### src/rtl/mems_spi_pkg.sv
// rtl/mems_spi_pkg.sv - shared types and constants for the MEMS mirror DAC SPI path
package mems_spi_pkg;

  localparam int WORD_W_DEF = 24;

  typedef enum logic [2:0] {
    ST_IDLE  = 3'd0,
    ST_FETCH = 3'd1,
    ST_SETUP = 3'd2,
    ST_SHIFT = 3'd3,
    ST_GAP   = 3'd4
  } state_t;

  // DAC command word fields
  localparam int CMD_MSB  = 23;
  localparam int CMD_LSB  = 19;
  localparam int ADDR_MSB = 18;
  localparam int ADDR_LSB = 16;
  localparam int DATA_MSB = 15;
  localparam int DATA_LSB = 0;

endpackage

### src/rtl/mems_spi_tick.sv
// rtl/mems_spi_tick.sv - CLK_DIV half-period tick generator with synchronous clear
module mems_spi_tick #(
  parameter int CLK_DIV = 4
) (
  input  logic clk,
  input  logic rst,
  input  logic i_clr,
  output logic o_tick
);

  localparam logic [7:0] TERM = 8'(CLK_DIV - 1);

  logic [7:0] r_cnt;

  assign o_tick = (r_cnt == TERM);

  // Counter never exceeds CLK_DIV-1, so 8 bits cover CLK_DIV=255 with no wrap.
  always_ff @(posedge clk) begin
    if (rst || i_clr || o_tick) r_cnt <= 8'd0;
    else                        r_cnt <= r_cnt + 8'd1;
  end

endmodule

### src/rtl/mems_spi_tx.sv
// rtl/mems_spi_tx.sv - ROM-fed 24-bit SPI frame transmitter for the quad mirror DAC
module mems_spi_tx
  import mems_spi_pkg::*;
#(
  parameter int CLK_DIV = 4,
  parameter int WORD_W  = WORD_W_DEF,
  parameter int ROM_LAT = 1
) (
  input  logic              clk,
  input  logic              rst,
  input  logic              start,
  input  logic [WORD_W-1:0] rom_data,
  output logic              busy,
  output logic              done,
  output logic              sclk,
  output logic              mosi,
  output logic              sync_n
);

  localparam int         BW       = $clog2(WORD_W) + 1;
  localparam logic [BW-1:0] LAST_BIT = BW'(WORD_W);
  localparam logic [1:0] LAT_TERM = 2'(ROM_LAT - 1);

  state_t            r_state;
  logic [1:0]        r_fcnt;
  logic [BW-1:0]     r_bitcnt;
  logic [WORD_W-1:0] r_shreg;
  logic [WORD_W-1:0] w_shift_next;
  logic              w_tick;
  logic              w_tick_clr;

  // Restart the half-period timer so the first SETUP interval is a full CLK_DIV.
  assign w_tick_clr   = (r_state == ST_FETCH) && (r_fcnt == LAT_TERM);
  assign w_shift_next = r_shreg << 1;

  mems_spi_tick #(.CLK_DIV(CLK_DIV)) u_tick (
    .clk    (clk),
    .rst    (rst),
    .i_clr  (w_tick_clr),
    .o_tick (w_tick)
  );

  always_ff @(posedge clk) begin
    if (rst) begin
      r_state  <= ST_IDLE;
      r_fcnt   <= 2'd0;
      r_bitcnt <= '0;
      r_shreg  <= '0;
      busy     <= 1'b0;
      done     <= 1'b0;
      sclk     <= 1'b1;
      mosi     <= 1'b0;
      sync_n   <= 1'b1;
    end else begin
      done <= 1'b0;
      case (r_state)
        ST_IDLE: begin
          if (start) begin
            busy    <= 1'b1;
            r_fcnt  <= 2'd0;
            r_state <= ST_FETCH;
          end
        end
        ST_FETCH: begin
          if (r_fcnt == LAT_TERM) begin
            r_shreg <= rom_data;
            mosi    <= rom_data[WORD_W-1];
            sync_n  <= 1'b0;
            r_state <= ST_SETUP;
          end else begin
            r_fcnt <= r_fcnt + 2'd1;
          end
        end
        ST_SETUP: begin
          if (w_tick) begin
            sclk     <= 1'b0;
            r_bitcnt <= BW'(1);
            r_state  <= ST_SHIFT;
          end
        end
        ST_SHIFT: begin
          if (w_tick) begin
            if (sclk) begin
              sclk     <= 1'b0;
              r_bitcnt <= r_bitcnt + BW'(1);
            end else if (r_bitcnt == LAST_BIT) begin
              // Final rise closes the frame together with sync_n.
              sclk    <= 1'b1;
              sync_n  <= 1'b1;
              mosi    <= 1'b0;
              r_state <= ST_GAP;
            end else begin
              sclk    <= 1'b1;
              r_shreg <= w_shift_next;
              mosi    <= w_shift_next[WORD_W-1];
            end
          end
        end
        ST_GAP: begin
          if (w_tick) begin
            busy     <= 1'b0;
            done     <= 1'b1;
            r_bitcnt <= '0;
            r_state  <= ST_IDLE;
          end
        end
        default: r_state <= ST_IDLE;
      endcase
    end
  end

endmodule

### config.mk
export PLATFORM = sky130hd
export DESIGN_NAME = mems_spi_tx
export DESIGN_NICKNAME = d
export VERILOG_FILES = /design/src/rtl/mems_spi_pkg.sv /design/src/rtl/mems_spi_tick.sv /design/src/rtl/mems_spi_tx.sv
export SDC_FILE = /design/constraint.sdc
export NUM_CORES = 1
export LEC_CHECK = 0
export ABC_AREA = 1
export CAP_MARGIN = 20
export CORE_MARGIN = 4
export CORE_UTILIZATION = 55
export CTS_BUF_LIST = sky130_fd_sc_hd__clkbuf_8
export DETAILED_ROUTE_END_ITERATION = 12
export PLACE_DENSITY = 0.79
export SETUP_SLACK_MARGIN = 0.15
export SLEW_MARGIN = 20
export SYNTH_ARGS = -nofsm -noshare
export SYNTH_HDL_FRONTEND = slang
export SYNTH_SLANG_ARGS = --single-unit
### constraint.sdc
create_clock -name clk -period 2.5 [get_ports clk]
set_input_delay 0.5 -clock clk [delete_from_list [all_inputs] [get_ports clk]]
set_output_delay 0.5 -clock clk [all_outputs]
set_load 0.02 [all_outputs]
* Yosys cells after proc, flatten, opt, wreduce, memory -nomap -nowiden
Cells that the tools add are included.
** Word-level totals
- Register bits :: 47
- Input bits :: 27
- Output and inout port bits :: 5
- Word-level logic and storage cells :: 87
** Cells by class
- Add/subtract/negate cells :: 3
- Equal/unequal tests :: 16
- Muxes and demuxes :: 38
- Bitwise gates (word level) :: 1
- Reductions and logical operators :: 19
** Operator list (count)
- 2-to-1 mux 23 bit :: 4
- case mux 23 bit (2 select lines) :: 1
- 2-to-1 mux 6 bit :: 4
- 2-to-1 mux 3 bit :: 7
- case mux 6 bit (3 select lines) :: 1
- case mux 3 bit (5 select lines) :: 1
- AND reduction 5 bit :: 3
- 2-to-1 mux 1 bit :: 13
- inequality test 2 bit (second input constant) :: 6
- AND reduction 3 bit :: 3
- adder 8 x 1 -> 8 bit (second input constant) :: 1
- equality test 8 x 2 -> 1 bit (second input constant) :: 1
- inequality test 2 x 1 -> 1 bit (second input constant) :: 4
- case mux 1 bit (2 select lines) :: 4
- nonzero test 2 bit :: 4
- AND reduction 7 bit :: 1
- adder 6 x 1 -> 6 bit (second input constant) :: 1
- equality test 3 x 2 -> 1 bit (second input constant) :: 2
- equality test 6 x 5 -> 1 bit (second input constant) :: 1
- 2-to-1 mux 2 bit :: 2
- case mux 2 bit (2 select lines) :: 1
- AND reduction 4 bit :: 1
- equality test 3 x 1 -> 1 bit (second input constant) :: 1
- equality test 3 bit (second input constant) :: 1
- other kinds (8) :: 9

* Depth between registers and ports, before layout
Gate-level depths: netlist (run 1).
- Depth after elaboration :: 5
- Depth in mapped cells :: 11
- Gate-level depth less buffers :: 10

* Hierarchy
Synthesis (run 1) repeated with hierarchy kept, for this count alone.
** Second synthesis, totals
- Cells, all modules :: 377
- Area total of the unflattened synthesis :: 2483.6 um2
** Modules (own cells, without submodules)
- mems_spi_tx :: times used 1, cells each 311, area each 2024.4 um2, sequential area each 780.7 um2
- mems_spi_tick :: times used 1, cells each 66, area each 459.2 um2, sequential area each 160.2 um2

* Worst setup path before layout (run 1)
No wires, ideal clock.
- Kind :: reg2reg
- Start point :: reg u_tick.r_cnt[0]
- End point :: reg r_shreg[18]
- Setup time :: 0.064 ns
- Arrival time :: 1.444 ns
- Required time :: 2.436 ns
- Setup slack :: 0.992 ns
- Stages on the path, launching flop included :: 12
- Path buffers :: 2
- Clock period less this slack :: 1.508 ns
- Path through :: dfxtp_1 > ha_1 > nand2_2 > nor2_4 > nand2_2 > buf_6 > nand2_4 > nand2_4 > nor2_8 > buf_12 > nor2_2 > nor2_1
** Between the ends
- Word-level cells in the longest chain between the ends :: 3
** RTL lines
- from (decl) :: line mems_spi_tick.sv:13 : logic [7:0] r_cnt;
- from (signal assigned) :: line mems_spi_tick.sv:20 : else r_cnt <= r_cnt + 8'd1;
- equality test 8 x 2 -> 1 bit :: line mems_spi_tick.sv:15 : assign o_tick = (r_cnt == TERM);
- inequality test 2 x 1 -> 1 bit (no line)
- AND reduction 5 bit (no line)
- to (signal assigned) :: line mems_spi_tx.sv:66 : r_shreg <= rom_data;
- to (signal assigned) :: line mems_spi_tx.sv:94 : r_shreg <= w_shift_next;
- to (decl) :: line mems_spi_tx.sv:27 : logic [WORD_W-1:0] r_shreg;
No other way between the ends.
A chain may end at the register's enable or synchronous reset.

* Worst setup path in the final report (run 1)
- Start point :: reg u_tick.r_cnt[0]
- End point :: reg r_shreg[4]
The elaborated chain is that of the path after synthesis.

==> results of run 1 <==
routing by layer:
metal	wire [µm]	part of all wire [%]	GRT usage, %
met1	2530	48	21.3
met2	2520	48	32.4
met3	207	3.9	4.24
met4	40	0.76	4.90
met5	0	0	0
logic make-up (layout without fill, tap and decap cells):
group,count (synthesis),after routing,share of synthesized area (%)
adders and majority gates,4,4,1.83
and+or+nand+nor,263,263,45.6
AOI/OAI and AO/OA,27,27,5.80
xor gates and xnor gates,1,1,0.320
buffers and inverters,65,89,12.1
DFF,47,47,34.3
layout by cell type, fill, tap and decap left out, drive strengths merged:
master | Yosys | routed
buf | 11 | 3
or2 | 1 | 1
clkdlybuf4s50 | 0 | 31
ha | 4 | 4
o21ai | 7 | 7
nand2 | 136 | 136
a31oi | 1 | 1
o21bai | 1 | 1
nor4 | 1 | 1
xnor2 | 1 | 1
nand4 | 5 | 5
nor2 | 72 | 72
nor3 | 3 | 3
nor3b | 2 | 2
a21oi | 16 | 16
dfxtp | 47 | 47
nand3 | 43 | 43
o211ai | 2 | 2
clkbuf | 5 | 5
inv | 49 | 50
worst paths after layout:
path | start | to | slack [ps] | depth (start not counted)
worst max-delay path | u_tick.r_cnt[0]$_SDFF_PP0_ | r_shreg[4]$_SDFFE_PP0P_ | 550 | 8
worst min-delay path | u_tick.r_cnt[0]$_SDFF_PP0_ | u_tick.r_cnt[0]$_SDFF_PP0_ | 450 | 1
worst max register to register | u_tick.r_cnt[0]$_SDFF_PP0_ | r_shreg[4]$_SDFFE_PP0P_ | 550 | 8
worst min register to register | u_tick.r_cnt[0]$_SDFF_PP0_ | u_tick.r_cnt[0]$_SDFF_PP0_ | 450 | 1
flip-flops by register name, summed over array words and instances (netlist names):
register      cells
r_state           3
sclk              1
u_tick.r_cnt      8
r_fcnt            2
r_shreg          23
mosi              1
done              1
busy              1
r_bitcnt          6
sync_n            1
cells in the mapped netlist, types with 2 or more instances:
| library cell | instances | area [µm²] |
|---|---|---|
| sky130_fd_sc_hd__ha_1 | 4 | 50.1 |
| sky130_fd_sc_hd__nand3_1 | 43 | 215 |
| sky130_fd_sc_hd__nor2_2 | 22 | 138 |
| sky130_fd_sc_hd__dfxtp_1 | 47 | 941 |
| sky130_fd_sc_hd__nor2_8 | 2 | 40.0 |
| sky130_fd_sc_hd__buf_8 | 2 | 30.0 |
| sky130_fd_sc_hd__a21oi_1 | 14 | 70.1 |
| sky130_fd_sc_hd__nand2_4 | 5 | 56.3 |
| sky130_fd_sc_hd__nor2_1 | 44 | 165 |
| sky130_fd_sc_hd__buf_2 | 3 | 15.0 |
| sky130_fd_sc_hd__inv_1 | 40 | 150 |
| sky130_fd_sc_hd__nor2_4 | 4 | 45.0 |
| sky130_fd_sc_hd__nand2_1 | 125 | 469 |
| sky130_fd_sc_hd__nor3_1 | 2 | 10.0 |
| sky130_fd_sc_hd__inv_2 | 9 | 33.8 |
| sky130_fd_sc_hd__o21ai_1 | 2 | 10.0 |
| sky130_fd_sc_hd__o21ai_0 | 5 | 25.0 |
| sky130_fd_sc_hd__buf_12 | 2 | 40.0 |
| sky130_fd_sc_hd__nand2_2 | 6 | 37.5 |
| sky130_fd_sc_hd__buf_6 | 4 | 45.0 |
| sky130_fd_sc_hd__nand4_1 | 5 | 31.3 |
| sky130_fd_sc_hd__o211ai_1 | 2 | 15.0 |
| sky130_fd_sc_hd__clkbuf_1 | 5 | 18.8 |
power by group through the flow:
| stage | Sequential [mW] | Combinational (mW) | Clock, mW |
|---|---|---|---|
| floorplan | 1.11 | 1.09 | 0 |
| global placement | 1.10 | 1.23 | 0 |
| detailed placement | 1.11 | 1.25 | 0 |
| CTS | 1.10 | 1.25 | 0.433 |
| global route | 1.12 | 1.42 | 0.465 |
| finish | 1.09 | 1.25 | 0.418 |
through the flow:
stage | instances | hold WS [ps]
4_1_cts | 498 | 455
6_report | 498 | 448
3_3_place_gp | 492 | 431
2_1_floorplan | 407 | 418
3_5_place_dp | 492 | 444
5_1_grt | 498 | 494
layout make-up:
cell class | count | area [µm²] | share of cell area (%)
flip-flops and latches | 47 | 941 | 30.5
repair buffers | 34 | 333 | 10.8
well taps | 67 | 83.8 | 2.72
inverters | 49 | 184 | 5.97
multi-input cells | 295 | 1470 | 47.6
clock buffers | 5 | 68.8 | 2.23
clock inverters | 1 | 3.75 | 0.122
critical path, cell delays in order (launching register included):
cell                      delay (ps)
sky130_fd_sc_hd__dfxtp_1         350
sky130_fd_sc_hd__ha_1            230
sky130_fd_sc_hd__nand2_2          90
sky130_fd_sc_hd__nor2_4          120
sky130_fd_sc_hd__nand2_2         190
sky130_fd_sc_hd__a21oi_4         590
sky130_fd_sc_hd__nand3_1         150
sky130_fd_sc_hd__nand2_1          90
sky130_fd_sc_hd__nor2_1           40
==> results.sh, run 1 <==
export IMPL_power_switching_fraction_pct=42.1
export IMPL_wl_per_cell_um=10.6
export IMPL_power_density_mw_per_mm2=895
export IMPL_clock_sink_count=47
export IMPL_timing_final_crit_share_pct=77.9
export IMPL_postSynthNetCount=438
export IMPL_combPwrFrac_pct=45.2
export IMPL_routed_vias=2406
export IMPL_fin_tns_setup_ps=0
export IMPL_finalNetCount=463
export IMPL_clock_buffers_created_by_tritoncts=5
export IMPL_area_growth_pct=12.4
export IMPL_endpoint_kind="register"
export IMPL_placement_setup_worst_slack_ps=560
export IMPL_worst_skew_pair_late_latency_ps=290
export IMPL_via_per_inst=4.83
export IMPL_die_height_um=78.6
export IMPL_floorplan_initialDensity_pct=57.3
export IMPL_worstSetupPathType="reg -> reg"
export IMPL_synthesis_area_per_instance_um2=6.74
export IMPL_synth_enable_flop_cells=0
export IMPL_setup_repair_after_global_routing_missed_its_margin="no"
export IMPL_slew_violations=0
export IMPL_yosys_warnings=0
export IMPL_p_switching_mw=1.16
export IMPL_yosys_most_used_dff="sky130_fd_sc_hd__dfxtp_1"
export IMPL_synthCells=407
export IMPL_design_core_area_mm2=0.00479
export IMPL_vdd_ir_drop_worst_uv=389
export IMPL_cts_root_buffer_cell="sky130_fd_sc_hd__clkbuf_8"
export IMPL_worstPathRequired_ps=2690
export IMPL_pin_count_of_the_biggest_net_entering_global_routing=32
export IMPL_final_critical_path_setup_slack_ps=552
export IMPL_final_hold_viol_count=0
export IMPL_drv_cap=0
export IMPL_final_antenna_net_count=0
export IMPL_gp_congestion=0.859
export IMPL_cts_buffer_depth=2
export IMPL_global_route_overflow_total=0
export IMPL_critical_path_peak_fanout=25
export IMPL_synth_seq_cells=47
export IMPL_fmaxAchievable_mhz=513
export IMPL_startpoint_type="register"
export IMPL_share_seq_of_total_power_pct=39.6
export IMPL_nFillCells=452
export IMPL_worst_clock_skew_ps=7.11
export IMPL_grt_first_pass_wirelength_mm=9.19
export IMPL_detailed_place_area_mm2=0.00301
export IMPL_number_of_setup_buffers_added_after_cts=0
export IMPL_die_area_mm2=0.00618
export IMPL_power_share_clock_pct=15.2
export IMPL_holdBufCountCts=0
export IMPL_drt_first_iter_violations=96
export IMPL_insertedDiodeCount=0
export IMPL_floorplan_rows=25
export IMPL_antenna_found_initial=0
export IMPL_post_route_min_period_ps=1950
export IMPL_portBuffers=31
export IMPL_detailedPlacementHpwl_mm=3.67
export IMPL_proportion_of_layout_cells_with_a_drive_suffix_above_1_pct=14.2
export IMPL_drt_first_pass_iters=5
export IMPL_synth_cell_types=33
export IMPL_min_path_type="reg -> reg"
export IMPL_postLayoutCellArea_mm2=0.00308
export IMPL_design_portCount=32
export IMPL_synth_seq_area_share_pct=34.3
export IMPL_finish_utilization_pct=64.4
export IMPL_max_slew_worst_pin_slew_ps=635
export IMPL_worst_endpoint_arrival_ps=2140
export IMPL_cts_resized=0
export IMPL_setup_viol=0
export IMPL_width_of_the_die_um=78.6
export IMPL_clkTransAtPathRegs_ps=70
export IMPL_drc=0
export IMPL_max_slew_margin_rel_pct=57.5
export IMPL_syn_cell_area_mm2=0.00274
export IMPL_postRouteWirelength_mm=5.29
export IMPL_power_internal_mw=1.60
export IMPL_power_mw=2.76
export IMPL_globalRouteTotalUtil_pct=18.0
export IMPL_clock_tree_from_tritoncts="done"
export IMPL_htree_levels=2
export IMPL_run_status="completed"
export IMPL_synth_async_reset_ratio_pct=0
export IMPL_power_leakage_nw=1.44
export IMPL_grt_pass1_vias=2186
Note: power is estimated with default switching activity, not from simulation.
==> inputs of run 2 (changes only) <==
==> constraint.sdc (replaced) <==
create_clock -name clk -period 1.8 [get_ports clk]
set_input_delay 0.36 -clock clk [delete_from_list [all_inputs] [get_ports clk]]
set_output_delay 0.36 -clock clk [all_outputs]
set_load 0.02 [all_outputs]
==> run 2 against run 1 <==
Compared with the run above:
- cell area up 7.1%
- sequential power up 40%
- non-clock buffer count up 9
- via count up 5.5%
- clock power up 120%
- final cell count up 2.2%
- sequential share of layout area down 1.9 points
- largest cell class unchanged
- highest routed layer unchanged
==> results.sh, run 2 (synthesis results as in run 1) <==
export IMPL_critical_path_max_stage_delay_ps=610
export IMPL_final_hold_viol_count=0
export IMPL_worstPathRequired_ps=1440
export IMPL_post_route_min_period_ps=1600
export IMPL_min_path_type="reg -> reg"
export IMPL_floorplan_initialDensity_pct=57.3
export IMPL_detailedPlacementHpwl_mm=3.96
export IMPL_routed_vias=2538
export IMPL_postRouteWirelength_mm=5.90
export IMPL_vdd_ir_drop_worst_uv=560
export IMPL_cp_slowest_cell="sky130_fd_sc_hd__clkdlybuf4s50_1"
export IMPL_drc=0
export IMPL_run_status="completed"
export IMPL_worst_clock_skew_ps=13.8
export IMPL_clkTransAtPathRegs_ps=80
export IMPL_die_height_um=78.6
export IMPL_design_portCount=32
export IMPL_path_buf_inv=1
export IMPL_fmaxAchievable_mhz=626
export IMPL_width_of_the_die_um=78.6
export IMPL_worst_endpoint_arrival_ps=1240
export IMPL_largest_register="r_shreg"
export IMPL_max_slew_margin_rel_pct=67.8
export IMPL_power_leakage_nw=1.56
export IMPL_combPwrFrac_pct=45.1
export IMPL_worstSetupPathType="reg -> out"
export IMPL_globalRouteTotalUtil_pct=19.0
export IMPL_clock_buffers_created_by_tritoncts=5
export IMPL_power_share_clock_pct=20.5
export IMPL_largest_register_ff_count=23
export IMPL_design_core_area_mm2=0.00479
export IMPL_max_slew_worst_pin_slew_ps=479
export IMPL_cts_root_buffer_cell="sky130_fd_sc_hd__clkbuf_8"
export IMPL_gp_congestion=0.769
export IMPL_path_cells="clkdlybuf4s50_1"
export IMPL_via_per_inst=4.99
export IMPL_htree_levels=2
export IMPL_setup_repair_after_global_routing_missed_its_margin="yes"
export IMPL_floorplan_rows=25
export IMPL_global_route_usage_met3_pct=4.01
export IMPL_worst_skew_pair_late_latency_ps=310
export IMPL_finish_utilization_pct=69.0
export IMPL_clock_tree_from_tritoncts="done"
export IMPL_p_switching_mw=1.75
export IMPL_drt_first_iter_violations=145
export IMPL_finalNetCount=472
export IMPL_reg_largest_list="r_shreg (23), u_tick.r_cnt (8), r_bitcnt (6)"
export IMPL_timing_final_crit_share_pct=88.7
export IMPL_global_route_overflow_total=0
export IMPL_wl_per_cell_um=11.6
export IMPL_grt_pass1_vias=2293
export IMPL_share_seq_of_total_power_pct=34.4
export IMPL_antenna_found_initial=0
export IMPL_portBuffers=31
export IMPL_drv_cap=0
export IMPL_grt_first_pass_wirelength_mm=9.68
export IMPL_startpoint_type="register"
export IMPL_final_antenna_net_count=0
export IMPL_gate_family_responsible_for_the_most_delay_along_the_worst_path="buffers and inverters"
export IMPL_slew_violations=0
export IMPL_insertedDiodeCount=0
export IMPL_power_internal_mw=2.70
export IMPL_power_density_mw_per_mm2=1350
export IMPL_layout_cells_most_common_list="sky130_fd_sc_hd__nand2_1, sky130_fd_sc_hd__nor2_1, sky130_fd_sc_hd__dfxtp_1, sky130_fd_sc_hd__nand3_1, sky130_fd_sc_hd__inv_1"
export IMPL_proportion_of_layout_cells_with_a_drive_suffix_above_1_pct=17.6
export IMPL_commonest_non_fill_non_tap_cell_in_the_layout="sky130_fd_sc_hd__nand2_1"
export IMPL_pin_count_of_the_biggest_net_entering_global_routing=26
export IMPL_power_switching_fraction_pct=39.3
export IMPL_drt_first_pass_iters=4
export IMPL_busiest_layer="met2"
export IMPL_critical_path_peak_fanout=2
export IMPL_die_area_mm2=0.00618
export IMPL_clock_sink_count=47
export IMPL_fin_tns_setup_ps=0
export IMPL_groute_layer_met2_usage_pct=34.5
export IMPL_met1_demand_to_capacity_share_in_global_routing_pct=22.7
export IMPL_area_growth_pct=20.4
export IMPL_setup_viol=0
export IMPL_cts_buffer_depth=2
export IMPL_endpoint_kind="output pin"
run 2: changes by cell type in the layout (fill, tap and decap cells not counted), moves of 2 or more:
cell | before | now
sky130_fd_sc_hd__bufinv_16 | 0 | 2
sky130_fd_sc_hd__buf_6 | 0 | 2
sky130_fd_sc_hd__dlygate4sd2_1 | 0 | 2
sky130_fd_sc_hd__clkdlybuf4s50_1 | 31 | 28
sky130_fd_sc_hd__buf_4 | 3 | 7
sky130_fd_sc_hd__buf_12 | 0 | 2
sky130_fd_sc_hd__dfxtp_2 | 0 | 3
sky130_fd_sc_hd__dfxtp_1 | 47 | 44
run 2: path summary, 6_finish.rpt:
check	slack, ps	endpoint	cells after the start	startpoint
worst max-delay path	200	busy	1	busy$_SDFFE_PP0P_
worst min register to register	420	u_tick.r_cnt[0]$_SDFF_PP0_	1	u_tick.r_cnt[0]$_SDFF_PP0_
worst min-delay path	420	u_tick.r_cnt[0]$_SDFF_PP0_	1	u_tick.r_cnt[0]$_SDFF_PP0_
worst max register to register	230	mosi$_SDFFE_PP0P_	8	r_state[2]$_SDFFE_PP0P_
run 2: power by group through the flow:
stage | registers (mW) | logic, mW | clock network [mW]
2_1_floorplan | 1.54 | 1.52 | 0
3_5_place_dp | 1.54 | 1.88 | 0
6_report | 1.53 | 2.01 | 0.911
5_1_grt | 1.57 | 2.26 | 0.972
3_3_place_gp | 1.53 | 1.83 | 0
4_1_cts | 1.52 | 1.89 | 0.922
run 2: metrics by stage:
step	area [µm²]	setup slack, ps	cells	hold WS, ps	total power [mW]
final	3300	203	509	423	4.45
after detailed placement	3090	111	499	440	3.42
after global placement	3090	194	499	432	3.36
after floorplan	2740	292	407	418	3.06
after global routing	3300	141	509	434	4.79
after CTS	3220	169	507	458	4.33
run 2: worst reg2reg max path: cells and delay by family, from the launching register on:
family,cells,cell delay (ps)
AOI/OAI and AO/OA,2,300
buffers and inverters,2,330
DFF,1,370
and+or+nand+nor,4,520
run 2: cell type report:
| class | instances | area [µm²] |
|---|---|---|
| Fill cell | 409 | 1490 |
| Clock inverter | 3 | 63.8 |
| Timing Repair Buffer | 43 | 450 |
| Sequential cell | 47 | 945 |
| Clock buffer | 5 | 68.8 |
| Inverter | 49 | 186 |
| Tap cell | 67 | 83.8 |
| Multi-Input combinational cell | 295 | 1500 |
run 2: what timing repair did:
action                     4_1_cts  5_1_grt
pin swaps                        0        2
resized for setup                3       14
hold endpoints to repair         0        0
cloned                           0        1
hold buffers                     0        0
setup endpoints to repair       26       29
buffers inserted                 0        1
run 2: routing by layer:
layer / vias to the layer above / part of all wire, %
li1: 1331 / -
met1: 1155 / 45
met2: 44 / 50
met3: 8 / 3.5
met4: 0 / 1.2
met5: - / 0
==> inputs of run 3 (changes only) <==
--- a/config.mk
+++ b/config.mk
@@ -12,7 +12,7 @@
 export CTS_BUF_LIST = sky130_fd_sc_hd__clkbuf_8
 export DETAILED_ROUTE_END_ITERATION = 12
 export PLACE_DENSITY = 0.79
-export SETUP_SLACK_MARGIN = 0.15
+export SETUP_SLACK_MARGIN = 0.1
 export SLEW_MARGIN = 20
 export SYNTH_ARGS = -nofsm -noshare
 export SYNTH_HDL_FRONTEND = slang
==> run 3 against run 2 <==
Compared with the run above:
- first-iteration DRC count up 19%
- critical path type unchanged
- die area unchanged
- core utilization shrank 0.73 points
- flip-flop and latch count unchanged
- routed wire length fell by 0.85%
- clock-buffer cell count unchanged
- clock skew down 1.1 ps
- final cell count shrank 0.20%
==> results.sh, run 3 (synthesis results as in run 1) <==
export IMPL_startpoint_type="register"
export IMPL_max_slew_worst_pin_slew_ps=480
export IMPL_p_switching_mw=1.73
export IMPL_vdd_ir_drop_worst_uv=555
export IMPL_proportion_of_layout_cells_with_a_drive_suffix_above_1_pct=16.3
export IMPL_endpoint_kind="output pin"
export IMPL_htree_levels=2
export IMPL_fin_tns_setup_ps=0
export IMPL_clock_buffers_created_by_tritoncts=5
export IMPL_power_mw=4.41
export IMPL_postRouteWirelength_mm=5.85
export IMPL_share_seq_of_total_power_pct=34.5
export IMPL_cts_buffer_depth=2
export IMPL_area_growth_pct=19.1
export IMPL_pin_count_of_the_biggest_net_entering_global_routing=26
export IMPL_global_route_overflow_total=0
export IMPL_largest_register_ff_count=23
export IMPL_power_switching_fraction_pct=39.2
export IMPL_gp_congestion=0.769
export IMPL_cp_slowest_cell="sky130_fd_sc_hd__clkdlybuf4s50_1"
export IMPL_holdBufCountCts=0
export IMPL_power_internal_mw=2.68
export IMPL_drt_first_iter_violations=172
export IMPL_path_cells="clkdlybuf4s50_1"
export IMPL_detailedPlacementHpwl_mm=3.96
export IMPL_die_area_mm2=0.00618
export IMPL_power_leakage_nw=1.52
export IMPL_fin_hold_ws_ps=460
export IMPL_clock_tree_from_tritoncts="done"
export IMPL_design_portCount=32
export IMPL_layout_cells_most_common_list="sky130_fd_sc_hd__nand2_1, sky130_fd_sc_hd__dfxtp_1, sky130_fd_sc_hd__nor2_1, sky130_fd_sc_hd__nand3_1, sky130_fd_sc_hd__inv_1"
export IMPL_grt_first_pass_wirelength_mm=9.67
export IMPL_drc=0
export IMPL_reg_largest_list="r_shreg (23), u_tick.r_cnt (8), r_bitcnt (6)"
export IMPL_largest_register="r_shreg"
export IMPL_final_antenna_net_count=0
export IMPL_floorplan_initialDensity_pct=57.3
export IMPL_fmaxAchievable_mhz=606
export IMPL_worst_clock_skew_ps=12.7
export IMPL_insertedDiodeCount=0
export IMPL_worst_endpoint_arrival_ps=1290
export IMPL_power_share_clock_pct=20.6
export IMPL_drv_cap=0
export IMPL_combPwrFrac_pct=44.9
export IMPL_via_per_inst=4.96
export IMPL_final_hold_viol_count=0
export IMPL_post_route_min_period_ps=1650
export IMPL_die_height_um=78.6
export IMPL_wl_per_cell_um=11.5
export IMPL_max_slew_margin_rel_pct=67.7
export IMPL_timing_final_crit_share_pct=91.7
export IMPL_finish_utilization_pct=68.2
export IMPL_power_density_mw_per_mm2=1350
export IMPL_clkTransAtPathRegs_ps=90
export IMPL_floorplan_rows=25
export IMPL_setup_repair_after_global_routing_missed_its_margin="yes"
export IMPL_routed_vias=2519
export IMPL_drt_first_pass_iters=4
export IMPL_run_status="completed"
export IMPL_globalRouteTotalUtil_pct=19.0
export IMPL_finalNetCount=471
export IMPL_critical_path_peak_fanout=2
export IMPL_width_of_the_die_um=78.6
export IMPL_slew_violations=0
export IMPL_cts_root_buffer_cell="sky130_fd_sc_hd__clkbuf_8"
export IMPL_worst_skew_pair_late_latency_ps=310
export IMPL_clock_sink_count=47
export IMPL_design_core_area_mm2=0.00479
export IMPL_antenna_found_initial=0
export IMPL_critical_path_max_stage_delay_ps=620
export IMPL_gate_family_responsible_for_the_most_delay_along_the_worst_path="buffers and inverters"
export IMPL_worstSetupPathType="reg -> out"
export IMPL_commonest_non_fill_non_tap_cell_in_the_layout="sky130_fd_sc_hd__nand2_1"
export IMPL_grt_pass1_vias=2290
export IMPL_worstPathRequired_ps=1440
export IMPL_min_path_type="reg -> reg"
export IMPL_setup_viol=0
export IMPL_portBuffers=31
export IMPL_path_buf_inv=1
[run 3: changes by cell type in the layout (fill, tap and decap cells not counted), sizes merged]
cell | previous run | this run
dlygate4sd2 | 2 | 1
buf | 11 | 10
clkdlybuf4s50 | 28 | 30
dlymetal6s2s | 1 | 0
[run 3: path summary, 6_finish.rpt]
| kind | from | endpoint | slack (ps) | cells after the start |
|---|---|---|---|---|
| max | mosi$_SDFFE_PP0P_ | mosi | 150 | 1 |
| max reg2reg | u_tick.r_cnt[0]$_SDFF_PP0_ | r_shreg[14]$_SDFFE_PP0P_ | 220 | 9 |
| min reg2reg | u_tick.r_cnt[0]$_SDFF_PP0_ | u_tick.r_cnt[0]$_SDFF_PP0_ | 460 | 1 |
| min | u_tick.r_cnt[0]$_SDFF_PP0_ | u_tick.r_cnt[0]$_SDFF_PP0_ | 460 | 1 |
[run 3: power by group through the flow]
| stage | combinational [mW] | sequential, mW | clock, mW |
|---|---|---|---|
| after detailed placement | 1.88 | 1.54 | 0 |
| after CTS | 1.89 | 1.52 | 0.922 |
| after global placement | 1.83 | 1.53 | 0 |
| final | 1.98 | 1.52 | 0.908 |
| after floorplan | 1.52 | 1.54 | 0 |
| after global routing | 2.23 | 1.55 | 0.972 |
[run 3: per-stage QoR]
step | cells | cell area, µm² | setup WS (ps)
floorplan | 407 | 2740 | 292
global placement | 499 | 3090 | 194
detailed placement | 499 | 3090 | 111
finish | 508 | 3270 | 149
global route | 508 | 3270 | 99.9
CTS | 507 | 3220 | 142
[run 3: per-layer routing]
layer	vias to the layer above	global-route usage, %	part of all wire (%)
li1	1332	-	-
met4	0	4.90	1.0
met5	-	0	0
met1	1140	22.7	45
met3	6	3.90	3.8
met2	41	34.5	50
[run 3: area by class of cell]
class                           instances  area, µm²
Multi-Input combinational cell        295       1480
Inverter                               49        186
Sequential cell                        47        941
Clock inverter                          3       63.8
Timing Repair Buffer                   42        438
Tap cell                               67       83.8
Fill cell                             418       1520
Clock buffer                            5       68.8
[run 3: worst register-to-register path, stage by stage (launching register included)]
cell,delay [ps]
sky130_fd_sc_hd__dfxtp_1,360
sky130_fd_sc_hd__ha_2,220
sky130_fd_sc_hd__nand2_2,80
sky130_fd_sc_hd__nor2_4,150
sky130_fd_sc_hd__nand2_8,110
sky130_fd_sc_hd__a21oi_4,180
sky130_fd_sc_hd__buf_12,170
sky130_fd_sc_hd__nand3_1,90
sky130_fd_sc_hd__nand2_1,90
sky130_fd_sc_hd__nor2_1,40
[run 3: repair_timing]
item,CTS,global route
setup buffers,0,0
setup endpoints to repair,2,20
gates resized for setup,2,5
cloned,0,1
pin swaps,0,1
